==> config.mk <==
export PLATFORM = sky130hd
export DESIGN_NAME = borrow_lookahead_subtractor_pipe
export DESIGN_NICKNAME = d
export VERILOG_FILES = /design/src/rtl/borrow_lookahead_subtractor_pipe_pkg.sv /design/src/rtl/borrow_lookahead_unit.sv /design/src/rtl/borrow_lookahead_subtractor_pipe.sv
export SDC_FILE = /design/constraint.sdc
export NUM_CORES = 1
export LEC_CHECK = 0
export BUFFER_PORTS_ARGS = -buffer_cell sky130_fd_sc_hd__buf_2
export CELL_PAD_IN_SITES_DETAIL_PLACEMENT = 2
export CELL_PAD_IN_SITES_GLOBAL_PLACEMENT = 2
export CORE_ASPECT_RATIO = 1.75
export CORE_MARGIN = 3
export CORE_UTILIZATION = 34
export CTS_BUF_LIST = sky130_fd_sc_hd__clkbuf_16
export CTS_CLUSTER_SIZE = 16
export DETAILED_ROUTE_END_ITERATION = 7
export PLACE_DENSITY_LB_ADDON = 0.15
export SETUP_SLACK_MARGIN = 0.3
export SLEW_MARGIN = 20
export SYNTH_ARGS = -nofsm -noshare
export SYNTH_HDL_FRONTEND = slang
export SYNTH_SLANG_ARGS = --single-unit
export TNS_END_PERCENT = 10
==> constraint.sdc <==
create_clock -name clk -period 1.63 [get_ports clk]
set_input_delay 0.326 -clock clk [delete_from_list [all_inputs] [get_ports clk]]
set_output_delay 0.326 -clock clk [all_outputs]
set_load 0.05 [all_outputs]
==> src/rtl/borrow_lookahead_subtractor_pipe_pkg.sv <==
// borrow_lookahead_subtractor_pipe_pkg: shared widths and active-width legality check
package borrow_lookahead_subtractor_pipe_pkg;
  localparam int W = 5;
  localparam int N_MIN = 2;
  localparam int N_MAX = 5;
  function automatic logic is_legal_width(input logic [2:0] n, input int lo = N_MIN, input int hi = N_MAX);
    return (int'(n) >= lo) && (int'(n) <= hi);
  endfunction
endpackage

==> src/rtl/borrow_lookahead_unit.sv <==
// borrow_lookahead_unit: flattened sum-of-products borrow lookahead over the low n bits
module borrow_lookahead_unit
  import borrow_lookahead_subtractor_pipe_pkg::*;
#(
  parameter int WD = W
) (
  input  logic [WD-1:0] g_i,
  input  logic [WD-1:0] p_i,
  input  logic [WD-1:0] x_i,
  input  logic          bi_i,
  input  logic [2:0]    n_i,
  output logic [WD-1:0] diff_o,
  output logic          bo_o
);
  logic [WD:0] c;
  always_comb begin
    logic pp;
    logic acc;
    c = '0;
    c[0] = bi_i;
    diff_o = '0;
    for (int i = 0; i < WD; i++) begin
      pp = 1'b1;
      acc = 1'b0;
      for (int j = i; j >= 0; j--) begin
        acc = acc | (pp & g_i[j]);
        pp = pp & p_i[j];
      end
      c[i+1] = acc | (pp & bi_i);
    end
    for (int i = 0; i < WD; i++) diff_o[i] = (i < int'(n_i)) & (x_i[i] ^ c[i]);
    bo_o = (int'(n_i) <= WD) ? c[n_i] : 1'b0;
  end
endmodule

==> src/rtl/borrow_lookahead_subtractor_pipe.sv <==
// borrow_lookahead_subtractor_pipe: two-stage valid/ready pipelined a - b - bi over n bits
module borrow_lookahead_subtractor_pipe #(
  parameter int W = borrow_lookahead_subtractor_pipe_pkg::W,
  parameter int N_MIN = borrow_lookahead_subtractor_pipe_pkg::N_MIN
) (
  input  logic         clk,
  input  logic         rst,
  input  logic [2:0]   n,
  input  logic [W-1:0] a,
  input  logic [W-1:0] b,
  input  logic         bi,
  input  logic         in_valid,
  output logic         in_ready,
  output logic [W-1:0] diff,
  output logic         bo,
  output logic         err,
  output logic         out_valid,
  input  logic         out_ready
);
  logic [W-1:0] g_q, p_q, x_q, diff_q, diff_d, ud;
  logic [2:0]   n_q;
  logic         bi_q, err1_q, s1_valid_q, bo_q, bo_d, err_q, out_valid_q, ub, s1_adv, s2_adv;
  assign s2_adv = ~out_valid_q | out_ready;
  assign s1_adv = ~s1_valid_q | s2_adv;
  assign in_ready = s1_adv;
  borrow_lookahead_unit #(.WD(W)) u_bla (
    .g_i(g_q), .p_i(p_q), .x_i(x_q), .bi_i(bi_q), .n_i(n_q), .diff_o(ud), .bo_o(ub)
  );
  always_comb begin
    diff_d = err1_q ? '0 : ud;
    bo_d = err1_q ? 1'b0 : ub;
  end
  always_ff @(posedge clk) begin
    if (rst) begin
      s1_valid_q <= 1'b0;
      out_valid_q <= 1'b0;
      diff_q <= '0;
      bo_q <= 1'b0;
      err_q <= 1'b0;
    end else begin
      if (s1_adv) s1_valid_q <= in_valid;
      if (s1_adv && in_valid) begin
        g_q <= ~a & b;
        p_q <= ~(a ^ b);
        x_q <= a ^ b;
        bi_q <= bi;
        n_q <= n;
        err1_q <= ~borrow_lookahead_subtractor_pipe_pkg::is_legal_width(n, N_MIN, W);
      end
      if (s2_adv) out_valid_q <= s1_valid_q;
      if (s2_adv && s1_valid_q) begin
        diff_q <= diff_d;
        bo_q <= bo_d;
        err_q <= err1_q;
      end
    end
  end
  assign diff = diff_q;
  assign bo = bo_q;
  assign err = err_q;
  assign out_valid = out_valid_q;
endmodule
==> Word-level counts from Yosys, hierarchy flattened <==
Cells that the tools add are included.
{ "op_classes": {"order_cmp": 9, "reduce_logical": 4, "n_addsub": 0, "n_eq_ne": 0, "shifts": 0, "div": 0, "multipliers": 0, "mux": 5, "bitwise": 60} }
{ "op_table": {"columns": ["operator", "n"], "rows": [
  ["$and 1x1->1", 30],
  ["$or 1x1->1", 17],
  ["$not 5->5", 2],
  ["$le 3x3->1 const B", 2],
  ["$lt 1x3->1 const A", 2],
  ["$lt 2x3->1 const A", 2],
  ["$and 5x5->5", 1],
  ["$mux 5", 1],
  ["$xor 1x1->1", 5],
  ["$xor 5x5->5", 1],
  ["$lt 3x4->1 const B", 1],
  ["$not 1->1", 4],
  ["$bmux 1 s3", 1],
  ["$ge 3x2->1 const B", 1],
  ["$logic_and 1x1->1", 3],
  ["$lt 3x3->1 const A", 1],
  ["$mux 1", 3],
  ["$reduce_and 2->1", 1]
]} }
{ "word_totals": {"wordCells": 89, "mem_bits_rw": 0, "romBits": 0, "reg_bits": 29, "output_inout_bits": 9, "memories": 0, "latch_bits": 0} }

==> Longest topological paths before layout <==
Gate-level depths: netlist of run 1.
{ "logic_depth": {"word_depth": 10, "mapped_depth": 5, "ltp_nobuf": 4} }

==> Cells and area by module <==
A second synthesis of run 1 with hierarchy kept.
{ "unflattened": {"hier_cells": 112, "hier_area_um2": 1295.0} }
{ "modules_own_cells": {"columns": ["mod", "seq_area_each_um2", "n_inst", "area_per_inst_um2", "cells_per_inst"], "rows": [
  ["borrow_lookahead_subtractor_pipe", 780.7, 1, 1086.0, 78],
  ["borrow_lookahead_unit", 0.0, 1, 209.0, 34]
]} }

==> Worst setup path after synthesis of run 1 <==
Ideal clock, no wire load.
{ "synth_path": {"path_type": "reg-to-reg", "from": "register out_valid_q (netlist: out_valid)", "to": "register bi_q, enable pin", "period_less_slack_ns": 1.974, "path_stages_with_launch": 4, "path_buffers": 0, "arrival_time_ns": 1.684, "path_slack_ns": -0.344, "cell_sequence": "dfxtp_1 nor2b_2 nand2_1 and3b_2"} }
{ "synth_via": {"elab_chain_cells": 5} }
{ "synth_rtl": {"columns": ["item", "line", "source"], "rows": [
  ["start: declaration", "borrow_lookahead_subtractor_pipe.sv:22", "logic bi_q, err1_q, s1_valid_q, bo_q, bo_d, err_q, out_valid_q, ub, s1_adv, s2_adv;"],
  ["start signal: assignment", "borrow_lookahead_subtractor_pipe.sv:50", "if (s2_adv) out_valid_q <= s1_valid_q;"],
  ["$not 1->1", "borrow_lookahead_subtractor_pipe.sv:23", "assign s2_adv = ~out_valid_q | out_ready;"],
  ["$or 1x1->1", "borrow_lookahead_subtractor_pipe.sv:23", null],
  ["$or 1x1->1", "borrow_lookahead_subtractor_pipe.sv:24", "assign s1_adv = ~s1_valid_q | s2_adv;"],
  ["named net in_ready", "borrow_lookahead_subtractor_pipe.sv:13", "output logic in_ready,"],
  ["$logic_and 1x1->1", "borrow_lookahead_subtractor_pipe.sv:42", "if (s1_adv && in_valid) begin"],
  ["$reduce_and 2->1 (no line)", null, null],
  ["end signal: assignment", "borrow_lookahead_subtractor_pipe.sv:46", "bi_q <= bi;"],
  ["end: declaration", "borrow_lookahead_subtractor_pipe.sv:22", null]
]} }
The timed path passes the listed nets, and every way through them passes these cells.
A chain may end at the register's enable or synchronous reset.

==> Worst setup path in the final report of run 1 <==
{ "layout_path": {"from": "register g_q[1]", "to": "register bo_q (netlist: bo)"} }
{ "layout_via": {"elab_chain_cells": 8, "word_cells_on_any_way": 18, "cone_classes": "mux: 4; bitwise: 14"} }
{ "layout_rtl": {"columns": ["item", "line", "source"], "rows": [
  ["start: declaration", "borrow_lookahead_subtractor_pipe.sv:20", "logic [W-1:0] g_q, p_q, x_q, diff_q, diff_d, ud;"],
  ["start signal: assignment", "borrow_lookahead_subtractor_pipe.sv:43", "g_q <= ~a & b;"],
  ["$and 1x1->1", "borrow_lookahead_unit.sv:26", "acc = acc | (pp & g_i[j]);"],
  ["$or 1x1->1 (2 in a row)", "borrow_lookahead_unit.sv:26", null],
  ["$or 1x1->1", "borrow_lookahead_unit.sv:29", "c[i+1] = acc | (pp & bi_i);"],
  ["$bmux 1 s3 *", "borrow_lookahead_unit.sv:32", "bo_o = (int'(n_i) <= WD) ? c[n_i] : 1'b0;"],
  ["$mux 1 (implied by the code) *", "borrow_lookahead_unit.sv:32", null],
  ["$mux 1 *", "borrow_lookahead_unit.sv:32", null],
  ["$mux 1 *", "borrow_lookahead_subtractor_pipe.sv:31", "bo_d = err1_q ? 1'b0 : ub;"],
  ["end signal: assignment", "borrow_lookahead_subtractor_pipe.sv:53", "bo_q <= bo_d;"],
  ["end: declaration", "borrow_lookahead_subtractor_pipe.sv:22", null]
]} }
Every way passes the cells marked *; elsewhere a longest branch is shown, timed or not. The select of a mux whose other input is x is not followed.

==> key figures, run 1 <==
Run status
  • Status: finished, final reports clean

GRT
  • Remaining Overflow, GRT: 0
  • Largest net degree at the start of global routing: 21
  • Global-route wire length before repair: 5.25 mm
  • Total GRT Usage: 0.166
  • Initial antenna violation count: 0
  • Vias in the first global route: 1094

Setup path
  • CP Max Fanout: 3
  • Setup crit end kind: flop
  • WP data arrival: approximately 1.7 ns
  • Nature of the critical path startpoint: flop
  • CP Class: reg -> reg
  • Worst Path Required: 1.80 ns

Yosys
  • Synthesized instance count: 102
  • Synthesis-stage register bit count: 29
  • Sequential share of the synthesized area: 0.590
  • Syn_area_per_cell: approximately 13 sq um
  • Total of warnings raised by yosys: 0
  • Syn nets: 125
  • Post-Syn Area: 1320 sq um
  • Synth unique cells: 37

Timing
  • RSZ-0062 raised after global routing: yes
  • Slew @ Worst Pin: ~0.43 ns
  • Rel. slew slack: 0.710
  • Fin. max-slew vios: 0
  • Final Hold Viols: 0
  • Post-route setup slack: between 0.08 and 0.09 ns
  • Clock Skew: 0.00470 ns
  • Final min period: ~1.5 ns
  • Final Setup Violations: 0
  • Tcrit/Tclk final: 0.950
  • Setup TNS Final: 0 ns
  • Max Fclk: 646 MHz

Route
  • WL final: 3.45 mm
  • Avg WL per Cell: 18.1 um
  • Vias: 960
  • Number of vias per cell: 5.03
  • Iteration-0 DRC Markers: 9
  • DRT antenna net count: 0
  • Router iterations before antenna repair: 3
  • # DRC: 0

Floorplan
  • Die Width: 53.2 um
  • I/O Pins: 27
  • Die area: 4710 sq um
  • Initial core utilization: 0.358
  • Site Rows: 29
  • Die height: 88.5 um
  • Core footprint: 3700 sq um

Power and ir drop
  • VDD IR max: roughly 1.1 mV
  • Switching pwr: about 450 uW
  • Clock power share: 0.449
  • Gate power share: 0.108
  • Seq pwr share: 0.443
  • Leak: 0.762 nW
  • Power consumption: 1.92 mW
  • Pwr dens: 1070 nW/um^2
  • Switching Fraction: 0.235
  • Internal: 1.47 mW

Cells and area
  • Fillers: 383
  • Layout area overhead: 35.7%
  • Share of cells above drive strength 1: 0.469
  • Final Cell Area: roughly 1800 sq um
  • # nets final: approximately 170
  • Number of diodes: 0
  • Final core utilization: 0.485

Place
  • GP Congestion: between 0.8 and 0.9
  • Hpwl dp: 2.42 mm
  • I/O Buffers: 26
  • DP Worst Slack: approximately 0.037 ns
  • Placed Area: 1560 sq um

CTS
  • Reg clk slew, reported paths: approximately 0.05 ns
  • CTS H-tree lvls: 2
  • Clk buf depth: 2
  • CTS Sinks: 29
  • Worst-skew pair later-pin latency: 0.28 ns
  • CTS tree: yes
  • Cts bufs inserted: 5
  • Root buf cell: clkbuf_16

Flow run
  • # Max-Cap Violations: 0

Min path
  • HP Class: in -> reg
==> final timing paths <==
check        startpoint       to  slack (ns)  cells past startpoint
max reg2reg      g_q[1]       bo        0.08                      5
max              g_q[1]       bo        0.08                      5
min                n[0]   n_q[0]        0.22                      1
min reg2reg     diff[2]  diff[2]        0.46                      1
==> area by class of cell <==
class	instances	area, sq um	area share
clock buffer	5	125	0.0696
clock inverter	3	12.5	0.00696
inverter	10	37.5	0.0209
multi-input combinational	59	551	0.306
sequential	29	786	0.437
tap	46	57.6	0.0320
timing repair buffer	39	228	0.127
==> repair_timing <==
action	4_1_cts	5_1_grt
pin swaps	4	4
endpoints found under the setup margin	7	27
buffers inserted	3	2
gates resized for setup	4	7
hold buffers	0	0
==> kinds of logic (layout without fill, tap and decap cells) <==
logic type               after synthesis  after routing  share of synthesized area
AO/OA/AOI/OAI                         21             21                      0.124
XOR/XNOR                               6              6                     0.0397
adder cells (fa/ha/maj)                5              5                     0.0473
buffers and inverters                 14             57                     0.0605
flip-flops                            29             29                      0.590
multiplexers                           1              1                    0.00756
AND/OR/NAND/NOR                       26             26                      0.131
==> flip-flops by register name, indices dropped and copies added, names as in the netlist, 3 cells and up <==
name / cells
diff: 5
g_q: 5
n_q: 3
p_q: 5
x_q: 5
==> metal layers <==
| metal | vias up | wire [um] | track usage |
|---|---|---|---|
| li1 | 452 | - | - |
| met2 | 24 | 2110 | 0.326 |
| met5 | - | 0 | 0 |
| met4 | 0 | 84 | 0.0837 |
| met1 | 479 | 1110 | 0.137 |
| met3 | 5 | 147 | 0.0556 |
==> power by group through the flow <==
stage                     clock network (mW)  logic [mW]  registers (mW)
after floorplan                            0      0.0971           0.883
after global placement                     0       0.175           0.863
after detailed placement                   0       0.185           0.866
after CTS                              0.878       0.201           0.852
after global routing                   0.911       0.229           0.856
final                                  0.863       0.208           0.853
==> worst max-delay path, cell delays in order (launching register included) <==
cell and delay [ns]:
edfxtp_1 0.38, buf_4 0.17, a21oi_1 0.25, o2111ai_1 0.20
nor4b_4 0.17, a32o_2 0.27
==> metrics by stage <==
stage,cells,hold WS (ns)
floorplan,102,0.425
global placement,178,0.439
detailed placement,178,0.454
CTS,189,0.219
global route,191,0.222
finish,191,0.223
==> cells in the final DEF, fill, tap and decap left out, types with 4 or more instances in the layout <==
cell type / count
buf_2: 26
edfxtp_1: 20
nor2_1: 5
ha_1: 5
inv_1: 10
dfxtp_1: 7
xnor2_1: 5
buf_4: 13
clkbuf_16: 5
a21oi_1: 4
==> cell usage after synthesis, drive strengths merged <==
cell type  instances  area share
o21a               1      0.0057
or4b               1      0.0076
a32o               4       0.031
a221oi             1       0.011
nand2              4       0.011
and2b              3       0.020
a2111oi            1      0.0066
or4                2       0.011
a211o              1      0.0076
inv               10       0.028
ha                 5       0.047
mux2i              1      0.0076
buf                3       0.028
edfxtp            20        0.45
and3b              1      0.0076
a21o               3       0.018
xnor2              5       0.033
xor2               1      0.0066
o2111ai            1      0.0066
and3               1      0.0047
nor2               5       0.014
nand2b             3       0.022
nor3               2      0.0076
nand3b             1      0.0057
nor4b              1      0.0066
nor2b              1      0.0066
clkbuf             1      0.0038
o221ai             1      0.0066
o21ai              1      0.0038
a21oi              7       0.026
dfxtp              9        0.14
or2b               1      0.0066
Power figures use the tool's default switching activity.
==> run 2, diff against run 1 <==
CTS_BUF_LIST = unset   (was sky130_fd_sc_hd__clkbuf_16)
REMOVE_ABC_BUFFERS = 1   (was unset)
==> run 2 against run 1 <==
Compared with the run above:
- clock-buffer cell count grew 1
- sequential power barely moved
- first-iteration DRC count increased by 120%
- via count up 0.42%
- power fell by 16%
- cell area fell by 2.6%
- clock skew fell by 0.0033 ns
- maximum frequency rose by 0.59%
- setup slack better by 0.0091 ns
- core utilization is 1.3 points lower
- non-clock buffer count up 3
- sequential cell count stayed put
- largest power group is now sequential cells
- highest routed layer unchanged
==> key figures, run 2 (same netlist as run 1, synthesis figures left out) <==
Timing
  • Final Hold Viols: 0 (unchanged)
  • Setup TNS Final: 0 ns (unchanged)
  • Final min period: 1.54 ns (was 1.55 ns)
  • Final Setup Violations: 0 (unchanged)
  • RSZ-0062 raised after global routing: yes (unchanged)
  • Max Fclk: 649 MHz (was 646 MHz)
  • Fin. max-slew vios: 0 (unchanged)
  • Slew @ Worst Pin: 0.421 ns (was 0.432 ns)
  • Post-route setup slack: 0.0902 ns (was 0.0811 ns)
  • Min Hold Slack: 0.229 ns (was 0.223 ns)
  • Clock Skew: 0.00136 ns (was 0.00470 ns)
  • Tcrit/Tclk final: 0.945 (was 0.950)
  • Rel. slew slack: 0.717 (was 0.710)

Power and ir drop
  • Pwr dens: 923 nW/um^2 (was 1070 nW/um^2)
  • Internal: 1.22 mW (was 1.47 mW)
  • Leak: 0.744 nW (was 0.762 nW)
  • Seq pwr share: 0.526 (was 0.443)
  • Switching Fraction: 0.246 (was 0.235)
  • VDD IR max: 0.579 mV (was 1.10 mV)
  • Switching pwr: 397 uW (was 451 uW)
  • Clock power share: 0.344 (was 0.449)
  • Gate power share: 0.129 (was 0.108)

Floorplan
  • Die area: 4710 sq um (unchanged)
  • Core footprint: 3700 sq um (unchanged)
  • Die height: 88.5 um (unchanged)
  • Initial core utilization: 0.358 (unchanged)
  • I/O Pins: 27 (unchanged)
  • Site Rows: 29 (unchanged)
  • Die Width: 53.2 um (unchanged)

Setup path
  • R2r setup slk: 0.09 ns (was 0.08 ns)
  • Worst Setup SP: bi_q (was g_q[1])
  • Worst reg2reg startpoint: bi_q (was g_q[1])
  • WP data arrival: 1.71 ns (was 1.72 ns)
  • R2r endpoint: bo (unchanged)
  • Worst R2R Path Depth: 4 (was 5)
  • Worst Path Required: 1.80 ns (about the same)
  • CP Max Fanout: 4 (was 3)
  • CP Class: reg -> reg (unchanged)
  • Setup crit end kind: flop (unchanged)
  • Nature of the critical path startpoint: flop (unchanged)

CTS
  • Root buf cell: clkbuf_8 (was clkbuf_16)
  • CTS H-tree lvls: 2 (unchanged)
  • Cts bufs inserted: 5 (unchanged)
  • CTS Sinks: 29 (unchanged)
  • Worst-skew pair later-pin latency: 0.28 ns (about the same)
  • CTS Hold Buffers Added: 0 (unchanged)
  • Reg clk slew, reported paths: 0.06 ns (was 0.05 ns)
  • Clk buf depth: 2 (unchanged)
  • CTS tree: yes (unchanged)

GRT
  • Remaining Overflow, GRT: 0 (unchanged)
  • Largest net degree at the start of global routing: 21 (unchanged)
  • Total GRT Usage: 0.164 (was 0.166)
  • Initial antenna violation count: 0 (unchanged)
  • Global-route wire length before repair: 5.33 mm (was 5.25 mm)
  • Vias in the first global route: 1058 (was 1094)

Place
  • DP Worst Slack: 0.0321 ns (was 0.0374 ns)
  • Placed Area: 1540 sq um (was 1560 sq um)
  • I/O Buffers: 26 (unchanged)
  • GP Congestion: 0.854 (was 0.834)
  • Hpwl dp: 2.29 mm (was 2.42 mm)

Flow run
  • # Max-Cap Violations: 0 (unchanged)

Cells and area
  • Number of diodes: 0 (unchanged)
  • Multi-input gate area: 529 sq um (was 551 sq um)
  • FF/Latch Area: 781 sq um (was 786 sq um)
  • Fillers: 398 (was 383)
  • Final core utilization: 0.473 (was 0.485)
  • # nets final: 170 (was 167)
  • Final Cell Area: 1750 sq um (was 1800 sq um)
  • Most common cell after layout, fill and taps aside: buf_2 (unchanged)
  • Share of cells above drive strength 1: 0.446 (was 0.469)
  • Layout area overhead: 32.2% (was 35.7%)
  • Commonest non-fill, non-tap cells in the layout: buf_2, edfxtp_1, buf_4, inv_1, dfxtp_1 (unchanged)

Route
  • DRT antenna net count: 0 (unchanged)
  • # DRC: 0 (unchanged)
  • Avg WL per Cell: 16.6 um (was 18.1 um)
  • Vias: 964 (was 960)
  • Number of vias per cell: 4.97 (was 5.03)
  • Iteration-0 DRC Markers: 20 (was 9)
  • Router iterations before antenna repair: 4 (was 3)
  • WL final: 3.22 mm (was 3.45 mm)

Min path
  • HP Class: in -> reg (unchanged)
  • HP Start: n[0] (unchanged)
  • Hold Path Depth: 1 (unchanged)
  • Hold Path Sink: n_q[0] (unchanged)

Run status
  • Status: finished, final reports clean (unchanged)
[run 2: cell types whose count changed in the layout (fill, tap and decap cells not counted), sizes merged]
| cell | delta |
|---|---|
| buf | +3 |
| clkbuf | +1 |
| clkinv | -1 |
[run 2: layout make-up]
cell class              instances  share of cell area
multi-input cells              59               0.302
flip-flops and latches         29               0.446
clock buffers                   6              0.0415
clock inverters                 2             0.00572
inverters                      10              0.0214
repair buffers                 42               0.150
well taps                      46              0.0329
[run 2: through the flow]
stage | power, mW | instances
after floorplan | 0.966 | 98
after global placement | 1.04 | 178
after detailed placement | 1.05 | 178
after CTS | 1.64 | 194
after global routing | 1.70 | 194
final | 1.62 | 194
[run 2: worst max-delay path, stage by stage (launching register included)]
cell and delay, ns:
edfxtp_1 0.43, a21o_4 0.28, a221oi_4 0.30, o221ai_1 0.15, a32o_2 0.26
[run 2: power groups by stage]
stage          sequential (mW)  clock (mW)  combinational (mW)
6_report                 0.850       0.556               0.209
5_1_grt                  0.854       0.620               0.231
4_1_cts                  0.850       0.578               0.211
3_5_place_dp             0.868           0               0.179
3_3_place_gp             0.866           0               0.171
2_1_floorplan            0.887           0              0.0792
[run 2: worst max-delay path by stage]
stage	endpoint	slack, ns	depth (start not counted)
after global routing	bo	0.008	4
final	bo	0.09	4
after detailed placement	bo	0.03	4
after global placement	bo	0.13	5
after CTS	bo	0.14	4
after floorplan	bi_q	-0.34	3
[run 2: routing by layer]
metal / global-route usage / part of all wire / vias to the layer above
met5: 0 / 0 / -
met4: 0.0698 / 0.021 / 0
met3: 0.0472 / 0.043 / 6
met2: 0.314 / 0.59 / 26
met1: 0.154 / 0.34 / 471
li1: - / - / 461
[run 2: repair_timing]
action,4_1_cts,5_1_grt
resized for setup,11,0
pin swaps,7,0
endpoints found under the hold margin,0,0
setup buffers,8,0
setup endpoints to repair,7,7
==> run 3, diff against run 2 <==
CORE_UTILIZATION = 35   (was 34)
==> run 3 against run 2 <==
Compared with the run above:
- power increased by 1.2%
- cell area rose by 0.36%
- register-to-register slack better by 0.02 ns
- clock-buffer cell count unchanged
- setup slack improved by 0.017 ns
- die area shrank 2.6%
- clock power rose by 3%
- clock skew is 0.0021 ns higher
- maximum frequency is 1.1% higher
- sequential cell count did not move
- wire length grew 3.0%
- combinational power grew 2%
- largest cell class unchanged
- largest power group unchanged
- highest routed layer unchanged
==> key figures, run 3 (same netlist as run 1, synthesis figures left out) <==
Floorplan
  • Core footprint: 3630 sq um (was 3700 sq um)
  • Initial core utilization: 0.365 (was 0.358)
  • Site Rows: 29 (unchanged)
  • Die Width: 52.5 um (was 53.2 um)
  • Die area: 4590 sq um (was 4710 sq um)
  • I/O Pins: 27 (unchanged)
  • Die height: 87.4 um (was 88.5 um)

Setup path
  • Worst reg2reg startpoint: n_q[2] (was bi_q)
  • Worst Path Required: 1.81 ns (was 1.80 ns)
  • Setup crit end kind: flop (unchanged)
  • R2r setup slk: 0.11 ns (was 0.09 ns)
  • WP data arrival: 1.70 ns (was 1.71 ns)
  • CP Class: reg -> reg (unchanged)
  • R2r endpoint: bo (unchanged)
  • Nature of the critical path startpoint: flop (unchanged)
  • CP Max Fanout: 3 (was 4)
  • Worst R2R Path Depth: 5 (was 4)

Run status
  • Status: finished, final reports clean (unchanged)

Timing
  • Slew @ Worst Pin: 0.407 ns (was 0.421 ns)
  • Fin. max-slew vios: 0 (unchanged)
  • Final min period: 1.52 ns (was 1.54 ns)
  • Final Hold Viols: 0 (unchanged)
  • RSZ-0062 raised after global routing: yes (unchanged)
  • Final Setup Violations: 0 (unchanged)
  • Rel. slew slack: 0.727 (was 0.717)
  • Post-route setup slack: 0.107 ns (was 0.0902 ns)
  • Clock Skew: 0.00349 ns (was 0.00136 ns)
  • Tcrit/Tclk final: 0.934 (was 0.945)
  • Max Fclk: 657 MHz (was 649 MHz)

Cells and area
  • Number of diodes: 0 (unchanged)
  • Most common cell after layout, fill and taps aside: buf_2 (unchanged)
  • Share of cells above drive strength 1: 0.453 (was 0.446)
  • # nets final: 170 (unchanged)
  • Layout area overhead: 32.7% (was 32.2%)
  • Commonest non-fill, non-tap cells in the layout: buf_2, edfxtp_1, buf_4, inv_1, dfxtp_1 (unchanged)
  • Final core utilization: 0.484 (was 0.473)

Route
  • # DRC: 0 (unchanged)
  • Vias: 980 (was 964)
  • Iteration-0 DRC Markers: 14 (was 20)
  • DRT antenna net count: 0 (unchanged)
  • Router iterations before antenna repair: 4 (unchanged)
  • Avg WL per Cell: 17.1 um (was 16.6 um)
  • WL final: 3.32 mm (was 3.22 mm)
  • Number of vias per cell: 5.05 (was 4.97)

GRT
  • Global-route wire length before repair: 5.51 mm (was 5.33 mm)
  • Initial antenna violation count: 0 (unchanged)
  • Total GRT Usage: 0.173 (was 0.164)
  • Vias in the first global route: 1123 (was 1058)
  • Largest net degree at the start of global routing: 21 (unchanged)
  • Remaining Overflow, GRT: 0 (unchanged)

Power and ir drop
  • VDD IR max: 0.555 mV (was 0.579 mV)
  • Leak: 0.743 nW (was 0.744 nW)
  • Pwr dens: 931 nW/um^2 (was 923 nW/um^2)

CTS
  • Clk buf depth: 2 (unchanged)
  • Reg clk slew, reported paths: 0.06 ns (about the same)
  • Root buf cell: clkbuf_8 (unchanged)
  • CTS tree: yes (unchanged)
  • Worst-skew pair later-pin latency: 0.28 ns (about the same)
  • CTS Sinks: 29 (unchanged)
  • CTS H-tree lvls: 2 (unchanged)
  • Cts bufs inserted: 5 (unchanged)

Min path
  • Hold Path Depth: 1 (unchanged)
  • HP Class: in -> reg (unchanged)
  • Hold Path Sink: bi_q (was n_q[0])
  • HP Start: bi (was n[0])

Place
  • DP Worst Slack: 0.0598 ns (was 0.0321 ns)
  • GP Congestion: 0.719 (was 0.854)
  • I/O Buffers: 26 (unchanged)
  • Hpwl dp: 2.34 mm (was 2.29 mm)

Flow run
  • # Max-Cap Violations: 0 (unchanged)
[run 3: cell count changes in the layout (fill, tap and decap cells not counted)]
cell / change
or4b_4: -1
a21oi_2: +1
o221ai_1: -1
or4b_1: +1
a21oi_1: -1
o221ai_2: +1
[run 3: final cells by class]
cell class | count | area [sq um]
clock buffer | 6 | 72.6
multi-input combinational | 59 | 536
inverter | 10 | 37.5
clock inverter | 2 | 10.0
tap | 46 | 57.6
fill | 380 | 1870
sequential | 29 | 781
timing repair buffer | 42 | 263
[run 3: report_power, final]
group	internal (mW)	switching, mW
sequential	0.829	0.0203
combinational	0.0962	0.117
clock	0.295	0.279
total	1.22	0.416
[run 3: worst max path at each step]
stage | from | to | cells past startpoint
CTS | g_q[1] | diff[4] | 4
floorplan | out_valid | bi_q | 3
finish | n_q[2] | bo | 5
global placement | bi_q | bo | 5
detailed placement | p_q[0] | bo | 4
global route | p_q[0] | diff[4] | 4
[run 3: what timing repair did]
action / CTS / global route
setup endpoints to repair: 26 / 7
gates resized for setup: 11 / 1
hold buffers: 0 / 0
buffers inserted: 7 / 1
pin swaps: 2 / 1
[run 3: worst max-delay path, cell delays in order, from the launching register on]
cell	delay [ns]
edfxtp_1	0.43
buf_4	0.18
a211o_2	0.32
a21oi_2	0.15
nor4b_2	0.07
a32o_2	0.26
[run 3: metrics by stage]
step | power, mW | std cells | instance area (sq um) | hold WS (ns) | setup TNS (ns)
final | 1.64 | 194 | 1760 | 0.217 | 0
after global routing | 1.73 | 194 | 1760 | 0.198 | 0
after CTS | 1.65 | 193 | 1750 | 0.206 | 0
after detailed placement | 1.05 | 178 | 1540 | 0.457 | 0
after global placement | 1.04 | 178 | 1540 | 0.440 | 0
after floorplan | 0.966 | 98 | 1280 | 0.395 | -6.94
[run 3: layer usage]
layer / routed length [um] / share of wire / up-vias / track usage
li1: - / - / 459 / -
met2: 1950 / 0.59 / 35 / 0.312
met5: 0 / 0 / - / 0
met4: 130 / 0.039 / 0 / 0.128
met3: 178 / 0.054 / 10 / 0.0635
met1: 1060 / 0.32 / 476 / 0.146
